[src/rtl/nn_fixed_pkg.sv]
// nn_fixed_pkg: shared fixed-point helpers and sequencer state encoding
package nn_fixed_pkg;
    typedef enum logic [1:0] {IDLE, FETCH, DRAIN, OUT} state_t;
    function automatic int dw(input int int_part, input int fract_part);
        return int_part + fract_part;
    endfunction
    // ReLU reduces to "force zero when enabled and negative"
    function automatic logic relu_kill(input logic en, input logic sign);
        return en & sign;
    endfunction
endpackage

[src/rtl/fixed_mac.sv]
// fixed_mac: combinational signed fixed-point multiply-accumulate, truncating, wrapping
module fixed_mac #(
    parameter int INT_PART   = 3,
    parameter int FRACT_PART = 2,
    localparam int DW        = INT_PART + FRACT_PART
) (
    input  logic [DW-1:0] a,
    input  logic [DW-1:0] b,
    input  logic [DW-1:0] c,
    output logic [DW-1:0] y
);
    logic [2*DW-1:0] p;
    logic [2*DW:0]   s;
    assign p = {{DW{a[DW-1]}}, a} * {{DW{b[DW-1]}}, b};
    assign s = {p[2*DW-1], p} + {{(DW+1-FRACT_PART){c[DW-1]}}, c, {FRACT_PART{1'b0}}};
    // Sign comes from the full-width sum so overflow wraps only the magnitude bits
    assign y = {s[2*DW], s[INT_PART+2*FRACT_PART-2:FRACT_PART]};
endmodule

[src/rtl/mac_sequencer.sv]
// mac_sequencer: drives one MAC through an N-term dot product with bias and optional ReLU
module mac_sequencer
    import nn_fixed_pkg::*;
#(
    parameter int INT_PART   = 3,
    parameter int FRACT_PART = 2,
    parameter int LEN_W      = 8,
    localparam int DW        = dw(INT_PART, FRACT_PART)
) (
    input  logic             clk,
    input  logic             rst,
    input  logic             start,
    input  logic [LEN_W-1:0] len,
    input  logic [DW-1:0]    bias,
    input  logic             relu_en,
    output logic             busy,
    output logic [LEN_W-1:0] x_addr,
    output logic [LEN_W-1:0] w_addr,
    output logic             rd_en,
    input  logic [DW-1:0]    x_rdata,
    input  logic [DW-1:0]    w_rdata,
    output logic [DW-1:0]    out_data,
    output logic             out_valid,
    input  logic             out_ready
);
    state_t           state, state_n;
    logic [LEN_W-1:0] cnt, len_q;
    logic             relu_q, rd_en_d;
    logic [DW-1:0]    acc, mac_y;

    fixed_mac #(.INT_PART(INT_PART), .FRACT_PART(FRACT_PART)) u_mac (
        .a(x_rdata),
        .b(w_rdata),
        .c(acc),
        .y(mac_y)
    );

    always_comb begin
        state_n = state == IDLE  ? (start ? (len != '0 ? FETCH : OUT) : IDLE) :
                  state == FETCH ? (cnt == len_q - 1'b1 ? DRAIN : FETCH) :
                  state == DRAIN ? OUT :
                                   (out_ready ? IDLE : OUT);
    end

    assign rd_en     = state == FETCH;
    assign busy      = state != IDLE;
    assign out_valid = state == OUT;
    // cnt stops on the last issued address, so it doubles as the held read address
    assign x_addr    = cnt;
    assign w_addr    = cnt;

    always_ff @(posedge clk) begin
        if (rst) begin
            state    <= IDLE;
            acc      <= '0;
            cnt      <= '0;
            len_q    <= '0;
            relu_q   <= 1'b0;
            rd_en_d  <= 1'b0;
            out_data <= '0;
        end else begin
            state   <= state_n;
            rd_en_d <= rd_en;
            if (state == IDLE && start) begin
                len_q  <= len;
                relu_q <= relu_en;
                acc    <= bias;
                if (len != '0) cnt <= '0;
                else out_data <= relu_kill(relu_en, bias[DW-1]) ? '0 : bias;
            end else if (rd_en_d) begin
                acc <= mac_y;
            end
            if (rd_en && state_n == FETCH) cnt <= cnt + 1'b1;
            if (state == DRAIN) out_data <= relu_kill(relu_q, mac_y[DW-1]) ? '0 : mac_y;
        end
    end
endmodule

[config.mk]
export PLATFORM = sky130hd
export DESIGN_NAME = mac_sequencer
export DESIGN_NICKNAME = d
export VERILOG_FILES = /design/src/rtl/nn_fixed_pkg.sv /design/src/rtl/fixed_mac.sv /design/src/rtl/mac_sequencer.sv
export SDC_FILE = /design/constraint.sdc
export NUM_CORES = 1
export LEC_CHECK = 0
export ABC_AREA = 0
export BUFFER_PORTS_ARGS = -buffer_cell sky130_fd_sc_hd__buf_2
export CAP_MARGIN = 10
export CORE_ASPECT_RATIO = 0.7
export CORE_MARGIN = 1.5
export CORE_UTILIZATION = 56
export DETAILED_ROUTE_END_ITERATION = 10
export PLACE_DENSITY_LB_ADDON = 0.25
export SYNTH_ARGS = -nofsm -noshare
export SYNTH_HDL_FRONTEND = slang
export SYNTH_SLANG_ARGS = --single-unit
export TNS_END_PERCENT = 5
[constraint.sdc]
create_clock -name clk -period 6.39 [get_ports clk]
set_input_delay 1.278 -clock clk [delete_from_list [all_inputs] [get_ports clk]]
set_output_delay 1.278 -clock clk [all_outputs]
set_load 0.01 [all_outputs]
# After elaboration in Yosys (flattened, before gate mapping)

Cells that the tools add are included.
Widths: inputs -> output; s select.

Reduce and logical (&&, ||, !) cells: 11
Eq/ne operators: 6
Muxes and demuxes: 17
Multiply operators: 1
Add/subtract/negate cells: 3
Bitwise operators: 2

Operators by type and width:

| kind                | number |
|---|---|
| $mux 5              | 7 |
| $mux 8              | 3 |
| $mux 2              | 7 |
| $add 10x7->11       | 1 |
| $mul 5x5->10        | 1 |
| $reduce_bool 2->1   | 5 |
| $add 8x1->8 const B | 1 |
| $eq 8x8->1          | 1 |
| $reduce_bool 8->1   | 1 |
| $sub 8x1->8 const B | 1 |
| $eq 2x1->1 const B  | 2 |
| $eq 2x2->1 const B  | 2 |
| $reduce_and 2->1    | 2 |
| $and 1x1->1         | 2 |
| $logic_and 1x1->1   | 2 |
| $logic_not 2->1     | 1 |
| $ne 2x1->1 const B  | 1 |

Register bits after elaboration: 30
Output and inout port bits: 24
Logic and storage cells: 47
Bits of input ports: 28

# Longest topological paths before layout

Gate-level depths: netlist (run 1).

Word-level depth: 9
Depth in mapped cells: 17
Mapped depth without buffers: 17

# Hierarchy

A second synthesis (run 1) with hierarchy kept.

Cell total of the unflattened synthesis: 308
Area total of the unflattened synthesis: 2,683.8 sq um

By module, submodules not included:

| module        | seq. area each (sq um) | cells each | instances | area each (sq um) |
|---|---|---|---|---|
| mac_sequencer | 600.6                  | 203        | 1         | 1,674.1 |
| fixed_mac     | 0.0                    | 105        | 1         | 1,009.7 |

# Worst setup path after synthesis (run 1)

OpenSTA, ideal clock, no wires.

Path kind: in2reg
Start point: input x_rdata[4]
End point: register out_data[4]
Path buffers: 0
Stages: 17
Setup time: 91 ps
Setup slack: 949 ps
Data arrival time: 5,350 ps
Data required time: 6,299 ps
Path through: and2_1 > fa_1 > inv_1 > fa_1 > inv_1 > fa_1 > inv_1 > fa_1 > inv_1 > ha_1 > fa_1 > a21o_1 > a21oi_1 > o21ai_0 > xnor2_1 > or3b_2 > a311oi_1

Word-level cells in the longest chain between the ends: 5

Ends and longest elaborated chain:

| item                     | RTL line            | source |
|---|---|---|
| start, declared          | mac_sequencer.sv:20 | `input logic [DW-1:0] x_rdata,` |
| $mul 5x5->10 (*)         | fixed_mac.sv:14     | `assign p = {{DW{a[DW-1]}}, a} * {{DW{b[DW-1]}}, b};` |
| $add 10x7->11 (*)        | fixed_mac.sv:15     | `assign s = {p[2*DW-1], p} + {{(DW+1-FRACT_PART){c[DW-1]}}, c, {FRACT_PART{1'b0}}};` |
| $and 1x1->1              | nn_fixed_pkg.sv:9   | `return en & sign;` |
| $mux 5 (*) (2 in series) | mac_sequencer.sv:74 | `if (state == DRAIN) out_data <= relu_kill(relu_q, mac_y[DW-1]) ? '0 : mac_y;` |
| end signal, assigned     | mac_sequencer.sv:69 | `else out_data <= relu_kill(relu_en, bias[DW-1]) ? '0 : bias;` |
| end signal, assigned     | mac_sequencer.sv:74 |  |
| end, declared            | mac_sequencer.sv:22 | `output logic [DW-1:0] out_data,` |

Mark *: on every way between the ends. The rest lies on a longest branch, timed or not.
A chain may end at the register's enable or synchronous reset.

# Worst setup path after layout (run 1)

Same ends and word-level chain as after synthesis.

==> results of run 1 <==
-- logic make-up after synthesis --
logic type / count (synthesis) / synth area share, %
simple gates: 108 / 20.9
buf+inv: 62 / 9.72
compound gates: 51 / 13.6
fa+ha+maj: 42 / 26.1
flops: 30 / 22.2
xor+xnor: 15 / 4.86
mux: 7 / 2.64
-- registers in the layout, summed over array words and instances, names as in the netlist --
register  cells
acc           5
state         2
rd_en_d       1
relu_q        1
w_addr        8
len_q         8
out_data      5
-- metal layers --
| metal | vias up | global-route usage, % | wire length (µm) |
|---|---|---|---|
| met3 | 2 | 5.09 | 395 |
| met5 | - | 0 | 0 |
| met1 | 1061 | 37.3 | 3000 |
| met2 | 74 | 35.9 | 2390 |
| met4 | 0 | 5.99 | 6 |
| li1 | 1141 | - | - |
-- synthesized netlist by cell type, drive strengths merged, types with 3 or more instances --
master	number	area (µm²)
dfxtp	30	601
clkbuf	6	22.5
buf	8	60.1
xor2	3	26.3
and3	3	18.8
o22ai	4	25.0
nor2b	4	25.0
nor2	23	88.8
and2	14	87.6
or3b	3	26.3
xnor2	12	105
fa	24	480
nand2b	4	25.0
nand2	36	135
o211ai	4	30.0
inv	48	180
a311oi	5	43.8
nor3	5	25.0
o21ai	6	30.0
nor4	7	43.8
a21oi	13	65.1
ha	18	225
mux2i	6	60.1
a211oi	4	30.0
nand3	3	15.0
a31oi	3	18.8
-- stage by stage --
step	utilization (%)	setup slack, ns	hold slack (ns)	cells
finish	67.9	0.851	0.501	415
global route	67.9	0.658	0.518	415
CTS	67.9	0.860	0.494	415
detailed placement	65.8	0.560	0.482	407
global placement	65.8	0.711	0.459	407
floorplan	-	0.949	0.445	315
-- power by group --
part	leakage [nW]	internal [mW]	total, mW	switching (mW)
combinational	1.12	0.162	0.380	0.218
clock	0.0472	0.0865	0.163	0.0770
sequential	0.245	0.203	0.222	0.0188
-- area by class of cell --
type / count / area, µm² / share of cell area [%]
multi-input cells: 223 / 1840 / 60.5
flip-flops and latches: 30 / 601 / 19.8
repair buffers: 51 / 255 / 8.40
inverters: 48 / 180 / 5.93
clock buffers: 6 / 82.6 / 2.72
well taps: 55 / 68.8 / 2.26
clock inverters: 2 / 12.5 / 0.412
-- critical path, delay by kind of cell --
family,cells,cell delay (ns)
AO/OA/AOI/OAI,4,0.67
XOR/XNOR,1,0.24
adder cells (fa/ha/maj),6,2.56
buffers and inverters,5,0.32
AND/OR/NAND/NOR,2,0.68
-- path summary, 6_finish.rpt --
| path | to | depth (start not counted) |
|---|---|---|
| hold / removal | relu_q | 2 |
| hold reg to reg | relu_q | 2 |
| setup / recovery | out_data[4] | 18 |
| setup reg to reg | out_data[4] | 16 |
==> out/qor_table.md, run 1 <==
| Quantity | This run | Unit |
| --- | --- | --- |
| Core Box Area | 4480 | µm² |
| Library cell used as clock root buffer | sky130_fd_sc_hd__clkbuf_8 | - |
| Final-report hold violation count | 0 | - |
| Total die area | 5260 | µm² |
| CTS Buffer Depth | 2 | - |
| Number of buffers added on ports | 51 | - |
| Antenna diode instance count | 0 | - |
| Gate Count Post-Synth | 315 | - |
| Remaining max-slew budget at the tightest pin | 37.4 | % |
| Slowest stage delay, CP | 0.52 | ns |
| Congestion Overflow GR | 0 | - |
| Distinct cells, synth | 44 | - |
| Total power draw | 765 | µW |
| Startpoint of the worst-slack reg-to-reg timing path | acc[1] | - |
| Type of the worst setup path | input port to register | - |
| Number of buffers inserted during clock tree synthesis | 5 | - |
| Number of global-route vias before repair | 2097 | - |
| Sequential element share of the synthesized area | 22.2 | % |
| Synth Register Bits | 30 | - |
| Layout overhead on the synthesized area | 12.4 | % |
| Design area | 3040 | µm² |
| Unrepaired setup endpoints after global routing | false | - |
| Critical Path Source Type | input port | - |
| Req. time, crit path | 6.59 | ns |
| Aggregate negative setup slack | 0 | ns |
| VDD IR max | 0.201 | mV |
| Min-delay src | relu_q | - |
| Die X-Extent | 86.1 | µm |
| Worst min-delay path category | register to register | - |
| Layout cell share with drive strength beyond 1 | 20.3 | % |
| Top FF cell, synth | sky130_fd_sc_hd__dfxtp_1 | - |
| Pre-antenna DRT Iters | 4 | - |
| Reg2Reg Setup Slack | 2.10 | ns |
| Count of final setup violators | 0 | - |
| Leakage Power | 1.42 | nW |
| Max Freq | 181 | MHz |
| Beginning of the critical path | x_rdata[4] | - |
| Max capacitance violation total | 0 | - |
| Number of cells upsized or downsized after cts | 0 | - |
| Detailed-route wire length per cell | 13.9 | µm |
| Crit share post-route | 86.7 | % |
| Initial antenna violation count | 0 | - |
| Syn_area_per_cell | 8.58 | µm² |
| Row Count | 20 | - |
| Top library cells by usage in the layout, fill and taps aside | sky130_fd_sc_hd__buf_2 (51), sky130_fd_sc_hd__inv_1 (48), sky130_fd_sc_hd__nand2_1 (36) | - |
| Top fanout value on the critical path | 6 | - |
| Vias after detailed routing | 2278 | - |
| Slowest stage cell on the critical path | sky130_fd_sc_hd__fa_1 | - |
| Critical path cell sequence | buf_2 > and2_1 > fa_1 > inv_1 > fa_1 > inv_1 > fa_1 > inv_1 > fa_1 > inv_1 > ha_1 > fa_1 > a21o_1 > a21oi_1 > o21ai_0 > xnor2_1 > or3b_2 > a311oi_1 | - |
| Starting Density | 60.4 | % |
| Number of top-level pins | 52 | - |
| Share of flip-flops with an asynchronous set or reset after synthesis | 0 | % |
| Violation count after the first detailed-route iteration | 81 | - |
| H-tree lvl count | 2 | - |
| Detailed-route DRC error count | 0 | - |
| Power density over the cells | 252 | nW/µm² |
| Height of the die | 61.1 | µm |
| Worst Tran Pin Value | 0.931 | ns |
| Max Slew Vio Count | 0 | - |
| Post-synth EDFFs | 0 | - |
| DR vias/cell | 5.49 | - |
| Clock edge transition at the registers on the reported setup and hold paths | 0.07 | ns |
| Number of buffers added for setup after CTS | 0 | - |
| Cell area after synthesis | 2700 | µm² |
| Critical path arrival | 5.74 | ns |
| Final estimated routing congestion in global placement | 0.829 | - |
| Remaining antenna violation count | 0 | - |
| Most common cell type on the critical path | sky130_fd_sc_hd__fa_1 | - |
| Half-perimeter wire length after detailed placement | 4700 | µm |
| Yosys Warn Count | 0 | - |
| Detailed Route WL | 5790 | µm |
| Fillers | 392 | - |
| Worst clock skew on the final layout | 0.00158 | ns |
| Wire length of the first global-routing pass | 9840 | µm |
| Number of buffers inserted for hold repair after clock tree synthesis | 0 | - |
| Syn Nets | 385 | - |
| Outcome | completed | - |
| Global-route usage over all layers | 24.5 | % |
| Number of sinks driven by the clock tree | 30 | - |
| Area after detailed placement | 2950 | µm² |
| Most common cell after layout, fill and taps aside | sky130_fd_sc_hd__buf_2 | - |
| Clock Latency Late Sink | 0.28 | ns |
| Final critical delay including setup and external delays | 5.54 | ns |
| CTS tree | yes | - |
| Category of the worst setup path capture point | register | - |
| Final nets | 429 | - |
| Largest net degree at the start of global routing | 24 | - |
Power figures use the tool's default switching activity.
==> run 2, diff against run 1 <==
--- a/config.mk
+++ b/config.mk
@@ -6,13 +6,13 @@
 export NUM_CORES = 1
 export LEC_CHECK = 0
 export ABC_AREA = 0
-export BUFFER_PORTS_ARGS = -buffer_cell sky130_fd_sc_hd__buf_2
 export CAP_MARGIN = 10
 export CORE_ASPECT_RATIO = 0.7
 export CORE_MARGIN = 1.5
-export CORE_UTILIZATION = 56
+export CORE_UTILIZATION = 60
 export DETAILED_ROUTE_END_ITERATION = 10
-export PLACE_DENSITY_LB_ADDON = 0.25
+export DONT_BUFFER_PORTS = 1
+export PLACE_DENSITY = 0.76
 export SYNTH_ARGS = -nofsm -noshare
 export SYNTH_HDL_FRONTEND = slang
 export SYNTH_SLANG_ARGS = --single-unit
==> run 2 against run 1 <==
Clock skew up 0.0096 ns. Final area down 6.8%. Via count down 7.9%. Clock power up 52%. Die area down 6.4%. Sequential power about the same. Count of clock-buffer cells in the layout unchanged. First-iteration DRC count up 110%. Power up 7.4%. Critical path depth down 2. Sequential share of layout area up 1.4 points.
==> out/qor_table.md, run 2 (synthesized netlist as in run 1, its figures left out) <==
| Quantity | This run | Unit | vs previous |
| --- | --- | --- | --- |
| Category of the worst setup path capture point | register | - | unchanged |
| H-tree lvl count | 2 | - | unchanged |
| Detailed Route WL | 5380 | µm | was 5790 µm |
| Detailed-route DRC error count | 0 | - | unchanged |
| Number of buffers added on ports | 0 | - | was 51 |
| Critical Path Source Type | input port | - | unchanged |
| Top library cells by usage in the layout, fill and taps aside | sky130_fd_sc_hd__inv_1 (48), sky130_fd_sc_hd__nand2_1 (36), sky130_fd_sc_hd__dfxtp_1 (30) | - | was sky130_fd_sc_hd__buf_2 (51), sky130_fd_sc_hd__inv_1 (48), sky130_fd_sc_hd__nand2_1 (36) |
| Min-delay src | relu_q | - | unchanged |
| CTS Buffer Depth | 2 | - | unchanged |
| Final critical delay including setup and external delays | 5.33 | ns | was 5.54 ns |
| Outcome | completed | - | unchanged |
| Violation count after the first detailed-route iteration | 174 | - | was 81 |
| Placed cell count | 356 | - | was 407 |
| Worst min-delay path category | register to register | - | unchanged |
| Final-report hold violation count | 0 | - | unchanged |
| Number of cells upsized or downsized after cts | 0 | - | unchanged |
| Worst Tran Pin Value | 0.892 | ns | was 0.931 ns |
| Number of cells traversed by the worst register-to-register path | 16 | - | unchanged |
| Total die area | 4920 | µm² | was 5260 µm² |
| Critical path arrival | 5.54 | ns | was 5.74 ns |
| Crit share post-route | 83.5 | % | was 86.7% |
| Congestion Overflow GR | 0 | - | unchanged |
| CTS tree | yes | - | unchanged |
| Die X-Extent | 83.2 | µm | was 86.1 µm |
| Cell Int Power | 519 | µW | was 451 µW |
| Layout cell share with drive strength beyond 1 | 7.12 | % | was 20.3% |
| Worst hold-check slack | 0.474 | ns | was 0.501 ns |
| Layout overhead on the synthesized area | 4.77 | % | was 12.4% |
| Number of buffers inserted during clock tree synthesis | 5 | - | unchanged |
| Initial antenna violation count | 0 | - | unchanged |
| Sequential cell fraction of total power | 27.4 | % | was 29.0% |
| Max Slew Vio Count | 0 | - | unchanged |
| Height of the die | 59.2 | µm | was 61.1 µm |
| Wire length of the first global-routing pass | 9270 | µm | was 9840 µm |
| DP Worst Slack | 0.738 | ns | was 0.560 ns |
| Clock Latency Late Sink | 0.30 | ns | was 0.28 ns |
| Leakage Power | 1.21 | nW | was 1.42 nW |
| Max Freq | 187 | MHz | was 181 MHz |
| Final estimated routing congestion in global placement | 0.837 | - | was 0.829 |
| VDD IR max | 0.226 | mV | was 0.201 mV |
| Most common cell after layout, fill and taps aside | sky130_fd_sc_hd__inv_1 | - | was sky130_fd_sc_hd__buf_2 |
| Count of cells along the worst hold path | 2 | - | unchanged |
| Antenna diode instance count | 0 | - | unchanged |
| Number of buffers inserted for hold repair after clock tree synthesis | 0 | - | unchanged |
| Non-filler instance count after layout | 364 | - | was 415 |
| Total power draw | 822 | µW | was 765 µW |
| Fin worst setup slack | 1.06 | ns | was 0.851 ns |
| Fraction of power consumed by combinational cells | 42.5 | % | was 49.7% |
| Number of global-route vias before repair | 1927 | - | was 2097 |
| Clk pwr share | 30.1 | % | was 21.4% |
| Critical register-to-register path endpoint | out_data[4] | - | unchanged |
| Starting Density | 62.5 | % | was 60.4% |
| Final nets | 378 | - | was 429 |
| Unrepaired setup endpoints after global routing | false | - | unchanged |
| Req. time, crit path | 6.60 | ns | was 6.59 ns |
| Reg2Reg Setup Slack | 2.17 | ns | was 2.10 ns |
| Library cell used as clock root buffer | sky130_fd_sc_hd__clkbuf_8 | - | unchanged |
| Aggregate negative setup slack | 0 | ns | unchanged |
| DR vias/cell | 5.77 | - | was 5.49 |
| Detailed-route wire length per cell | 14.8 | µm | was 13.9 µm |
| Core Box Area | 4330 | µm² | was 4480 µm² |
| Max capacitance violation total | 0 | - | unchanged |
| Global-route usage over all layers | 24.2 | % | was 24.5% |
| Power density over the cells | 290 | nW/µm² | was 252 nW/µm² |
| Remaining max-slew budget at the tightest pin | 40.0 | % | was 37.4% |
| Endpoint, Worst Hold | relu_q | - | unchanged |
| Startpoint of the worst-slack reg-to-reg timing path | acc[1] | - | unchanged |
| Top fanout value on the critical path | 6 | - | unchanged |
| Pre-antenna DRT Iters | 4 | - | unchanged |
| Switching power total | 303 | µW | was 314 µW |
| Clock edge transition at the registers on the reported setup and hold paths | 0.07 | ns | about the same |
| Vias after detailed routing | 2099 | - | was 2278 |
| Half-perimeter wire length after detailed placement | 4330 | µm | was 4700 µm |
| Count of final setup violators | 0 | - | unchanged |
| Worst clock skew on the final layout | 0.0112 | ns | was 0.00158 ns |
| Type of the worst setup path | input port to register | - | unchanged |
| Largest net degree at the start of global routing | 24 | - | unchanged |
| Row Count | 20 | - | unchanged |
| Fillers | 353 | - | was 392 |
| Remaining antenna violation count | 0 | - | unchanged |
| Switching share of total power | 36.9 | % | was 41.0% |
| Number of buffers added for setup after CTS | 0 | - | unchanged |
| Number of sinks driven by the clock tree | 30 | - | unchanged |
| Number of top-level pins | 52 | - | unchanged |
-- run 2: cell types whose count changed in the layout (fill, tap and decap cells not counted) --
cell,change
sky130_fd_sc_hd__buf_2,-51
sky130_fd_sc_hd__clkinvlp_4,-1
sky130_fd_sc_hd__bufinv_16,+2
sky130_fd_sc_hd__clkinv_2,-1
-- run 2: cell type report --
type | instances | area (µm²) | area share (%)
clock buffers | 6 | 82.6 | 2.92
clock inverters | 2 | 60.1 | 2.12
inverters | 48 | 180 | 6.36
multi-input cells | 223 | 1840 | 65.0
flip-flops and latches | 30 | 601 | 21.2
well taps | 55 | 68.8 | 2.43
-- run 2: worst max path at each step --
stage / startpoint / depth (start not counted) / slack, ns / end
6_report: x_rdata[0] / 16 / 1.06 / out_data[4]
5_1_grt: x_rdata[0] / 16 / 0.77 / acc[4]
4_1_cts: x_rdata[0] / 16 / 1.04 / out_data[4]
3_5_place_dp: x_rdata[0] / 16 / 0.74 / out_data[4]
3_3_place_gp: x_rdata[4] / 17 / 0.85 / out_data[4]
2_1_floorplan: x_rdata[4] / 17 / 0.95 / out_data[4]
-- run 2: routing by layer --
metal	wire length [µm]	part of all wire [%]	GRT usage, %
met2	2190	41	34.6
met5	0	0	0
met4	46	0.85	4.29
met3	430	8.0	6.27
met1	2720	50	37.2
-- run 2: critical path, cell delays in order --
cell                       delay (ns)
sky130_fd_sc_hd__nand2b_1        0.15
sky130_fd_sc_hd__fa_1            0.52
sky130_fd_sc_hd__fa_1            0.54
sky130_fd_sc_hd__inv_1           0.06
sky130_fd_sc_hd__fa_1            0.52
sky130_fd_sc_hd__inv_1           0.05
sky130_fd_sc_hd__fa_1            0.49
sky130_fd_sc_hd__inv_1           0.04
sky130_fd_sc_hd__ha_1            0.20
sky130_fd_sc_hd__fa_1            0.36
sky130_fd_sc_hd__a21o_1          0.17
sky130_fd_sc_hd__a21oi_1         0.12
sky130_fd_sc_hd__o21ai_0         0.13
sky130_fd_sc_hd__xnor2_1         0.24
sky130_fd_sc_hd__or3b_2          0.48
sky130_fd_sc_hd__a311oi_1        0.20
-- run 2: power by group through the flow --
stage,Combinational (mW),Clock (mW),Sequential (mW)
after CTS,0.354,0.247,0.225
final,0.349,0.247,0.225
after global routing,0.414,0.257,0.228
after floorplan,0.286,0,0.221
after global placement,0.340,0,0.229
after detailed placement,0.344,0,0.229
-- run 2: per-stage QoR --
stage / utilization [%] / area, µm²
2_1_floorplan: - / 2700
3_3_place_gp: 62.1 / 2690
3_5_place_dp: 62.1 / 2690
4_1_cts: 65.4 / 2830
5_1_grt: 65.4 / 2830
6_report: 65.4 / 2830
==> run 3, diff against run 2 <==
--- a/config.mk
+++ b/config.mk
@@ -9,7 +9,7 @@
 export CAP_MARGIN = 10
 export CORE_ASPECT_RATIO = 0.7
 export CORE_MARGIN = 1.5
-export CORE_UTILIZATION = 60
+export CORE_UTILIZATION = 58
 export DETAILED_ROUTE_END_ITERATION = 10
 export DONT_BUFFER_PORTS = 1
 export PLACE_DENSITY = 0.76
==> constraint.sdc (replaced) <==
create_clock -name clk -period 4.62 [get_ports clk]
set_input_delay 0.924 -clock clk [delete_from_list [all_inputs] [get_ports clk]]
set_output_delay 0.924 -clock clk [all_outputs]
set_load 0.01 [all_outputs]
==> run 3 against run 2 <==
First-iteration DRC count down 32%. Sequential share of layout area about the same. Core utilization down 1.0 points. Register-to-register slack worse by 1.5 ns. Largest cell class unchanged. Wire length down 0.93%. Critical path depth up 1. Non-clock buffer count up 5. Clock power down 19%.
==> out/qor_table.md, run 3 (synthesized netlist as in run 1, its figures left out) <==
| Quantity | This run | Unit | vs previous |
| --- | --- | --- | --- |
| Outcome | completed | - | unchanged |
| Number of global-route vias before repair | 2008 | - | was 1927 |
| Detailed-route wire length per cell | 14.5 | µm | was 14.8 µm |
| Pre-antenna DRT Iters | 4 | - | unchanged |
| Crit share post-route | 99.4 | % |  |
| Starting Density | 61.4 | % | was 62.5% |
| Clock edge transition at the registers on the reported setup and hold paths | 0.07 | ns | about the same |
| Number of buffers inserted during clock tree synthesis | 5 | - | unchanged |
| Power density over the cells | 373 | nW/µm² | was 290 nW/µm² |
| End-of-flow core utilization | 64.4 | % | was 65.4% |
| Layout overhead on the synthesized area | 4.95 | % | was 4.77% |
| Remaining max-slew budget at the tightest pin | 36.9 | % | was 40.0% |
| Count of cells along the worst hold path | 2 | - | unchanged |
| Final critical delay including setup and external delays | 4.59 | ns |  |
| Worst min-delay path category | register to register | - | unchanged |
| Design area | 2840 | µm² | was 2830 µm² |
| Congestion Overflow GR | 0 | - | unchanged |
| Row Count | 20 | - | unchanged |
| Core Box Area | 4400 | µm² | was 4330 µm² |
| Area after detailed placement | 2750 | µm² | was 2690 µm² |
| Max Slew Vio Count | 0 | - | unchanged |
| Detailed Route WL | 5330 | µm | was 5380 µm |
| Initial antenna violation count | 0 | - | unchanged |
| Startpoint of the worst-slack reg-to-reg timing path | acc[1] | - | unchanged |
| Clock Latency Late Sink | 0.29 | ns | was 0.30 ns |
| Unrepaired setup endpoints after global routing | true | - | was false |
| Violation count after the first detailed-route iteration | 119 | - | was 174 |
| Worst Tran Pin Value | 0.938 | ns | was 0.892 ns |
| Most common cell after layout, fill and taps aside | sky130_fd_sc_hd__inv_1 | - | unchanged |
| Vias after detailed routing | 2107 | - | was 2099 |
| Number of sinks driven by the clock tree | 30 | - | unchanged |
| Final-report hold violation count | 0 | - | unchanged |
| Number of top-level pins | 52 | - | unchanged |
| Remaining antenna violation count | 0 | - | unchanged |
| Height of the die | 60.1 | µm | was 59.2 µm |
| Largest net degree at the start of global routing | 24 | - | unchanged |
| Number of buffers added on ports | 0 | - | unchanged |
| Count of final setup violators | 0 | - | unchanged |
| Half-perimeter wire length after detailed placement | 4370 | µm | was 4330 µm |
| Type of the worst setup path | input port to register | - | unchanged |
| Leakage Power | 1.21 | nW | about the same |
| Die X-Extent | 84.6 | µm | was 83.2 µm |
| Reg2Reg Setup Slack | 0.63 | ns | was 2.17 ns |
| Top library cells by usage in the layout, fill and taps aside | sky130_fd_sc_hd__inv_1 (48), sky130_fd_sc_hd__nand2_1 (36), sky130_fd_sc_hd__dfxtp_1 (30) | - | unchanged |
| Top fanout value on the critical path | 5 | - | was 6 |
| CTS tree | yes | - | unchanged |
| Final estimated routing congestion in global placement | 0.826 | - | was 0.837 |
| Worst clock skew on the final layout | 0.00612 | ns | was 0.0112 ns |
| Library cell used as clock root buffer | sky130_fd_sc_hd__clkbuf_8 | - | unchanged |
| DR vias/cell | 5.73 | - | was 5.77 |
| Max Freq | 218 | MHz |  |
| Worst hold-check slack | 0.473 | ns | was 0.474 ns |
| Req. time, crit path | 4.82 | ns | was 6.60 ns |
| Category of the worst setup path capture point | register | - | unchanged |
| Final nets | 383 | - | was 378 |
| VDD IR max | 0.203 | mV | was 0.226 mV |
| Detailed-route DRC error count | 0 | - | unchanged |
| Total die area | 5090 | µm² | was 4920 µm² |
| Critical Path Source Type | input port | - | unchanged |
| Critical path arrival | 4.80 | ns | was 5.54 ns |
| Number of buffers added for setup after CTS | 0 | - | unchanged |
| Fillers | 385 | - | was 353 |
| Layout cell share with drive strength beyond 1 | 10.5 | % | was 7.12% |
| Crit path to | out_data[4] | - | unchanged |
| Critical register-to-register path endpoint | out_data[4] | - | unchanged |
| Wire length of the first global-routing pass | 9140 | µm | was 9270 µm |
| Antenna diode instance count | 0 | - | unchanged |
| Number of cells traversed by the worst register-to-register path | 16 | - | unchanged |
| Max capacitance violation total | 0 | - | unchanged |
| Number of buffers inserted for hold repair after clock tree synthesis | 0 | - | unchanged |
| H-tree lvl count | 2 | - | unchanged |
| Global-route usage over all layers | 23.0 | % | was 24.2% |
| Beginning of the critical path | x_rdata[4] | - | was x_rdata[0] |
| CTS Buffer Depth | 2 | - | unchanged |
==> run 3: power by group <==
| group | leakage, nW | internal [mW] | total [mW] | switching (mW) |
|---|---|---|---|---|
| Combinational | 0.921 | 0.252 | 0.544 | 0.292 |
| Sequential | 0.245 | 0.281 | 0.313 | 0.0324 |
| Clock | 0.0438 | 0.101 | 0.200 | 0.0990 |
==> run 3: worst min path at each step <==
stage / startpoint / to / slack, ns
floorplan: len_q[7] / len_q[7] / 0.45
global placement: relu_q / relu_q / 0.46
detailed placement: relu_q / relu_q / 0.46
CTS: relu_q / relu_q / 0.47
global route: len_q[6] / len_q[6] / 0.51
finish: relu_q / relu_q / 0.47
==> run 3: worst max-delay path, cell delays in order <==
cell and delay, ns:
sky130_fd_sc_hd__and2_4 0.14, sky130_fd_sc_hd__fa_1 0.52, sky130_fd_sc_hd__inv_1 0.05, sky130_fd_sc_hd__fa_1 0.47
sky130_fd_sc_hd__inv_1 0.05, sky130_fd_sc_hd__fa_1 0.47, sky130_fd_sc_hd__inv_1 0.04, sky130_fd_sc_hd__fa_1 0.47
sky130_fd_sc_hd__inv_1 0.04, sky130_fd_sc_hd__ha_2 0.16, sky130_fd_sc_hd__fa_2 0.32, sky130_fd_sc_hd__a21o_1 0.19
sky130_fd_sc_hd__a21oi_2 0.13, sky130_fd_sc_hd__o21ai_2 0.08, sky130_fd_sc_hd__xnor2_2 0.16, sky130_fd_sc_hd__or3b_4 0.41
sky130_fd_sc_hd__a311oi_2 0.19
==> run 3: routing by layer <==
| layer | track usage, % | vias to the layer above | routed length [µm] |
|---|---|---|---|
| met1 | 34.6 | 1004 | 2750 |
| met4 | 5.30 | 0 | 52 |
| met3 | 6.49 | 9 | 338 |
| li1 | - | 1044 | - |
| met2 | 32.7 | 50 | 2190 |
| met5 | 0 | - | 0 |
==> run 3: layout make-up <==
class	count	area (µm²)	share of cell area [%]
clock buffers	5	68.8	2.43
clock inverters	2	10.0	0.353
inverters	48	180	6.35
multi-input cells	223	1870	66.0
flip-flops and latches	30	601	21.2
well taps	55	68.8	2.43
repair buffers	5	37.5	1.32
==> run 3: timing repair <==
action / CTS / global route
cloned: 0 / 0
gates resized for setup: 2 / 1
pin swaps: 1 / 2
endpoints found under the setup margin: 1 / 6
==> run 3: stage by stage <==
stage                     TNS [ns]  power, mW  std cells  setup slack, ns
after floorplan             -0.743      0.723        315           -0.286
after global placement       -1.48      0.842        361           -0.321
after detailed placement     -1.57      0.849        361           -0.343
after CTS                        0       1.07        368           0.0146
after global routing        -0.723       1.16        368           -0.140
final                            0       1.06        368           0.0263
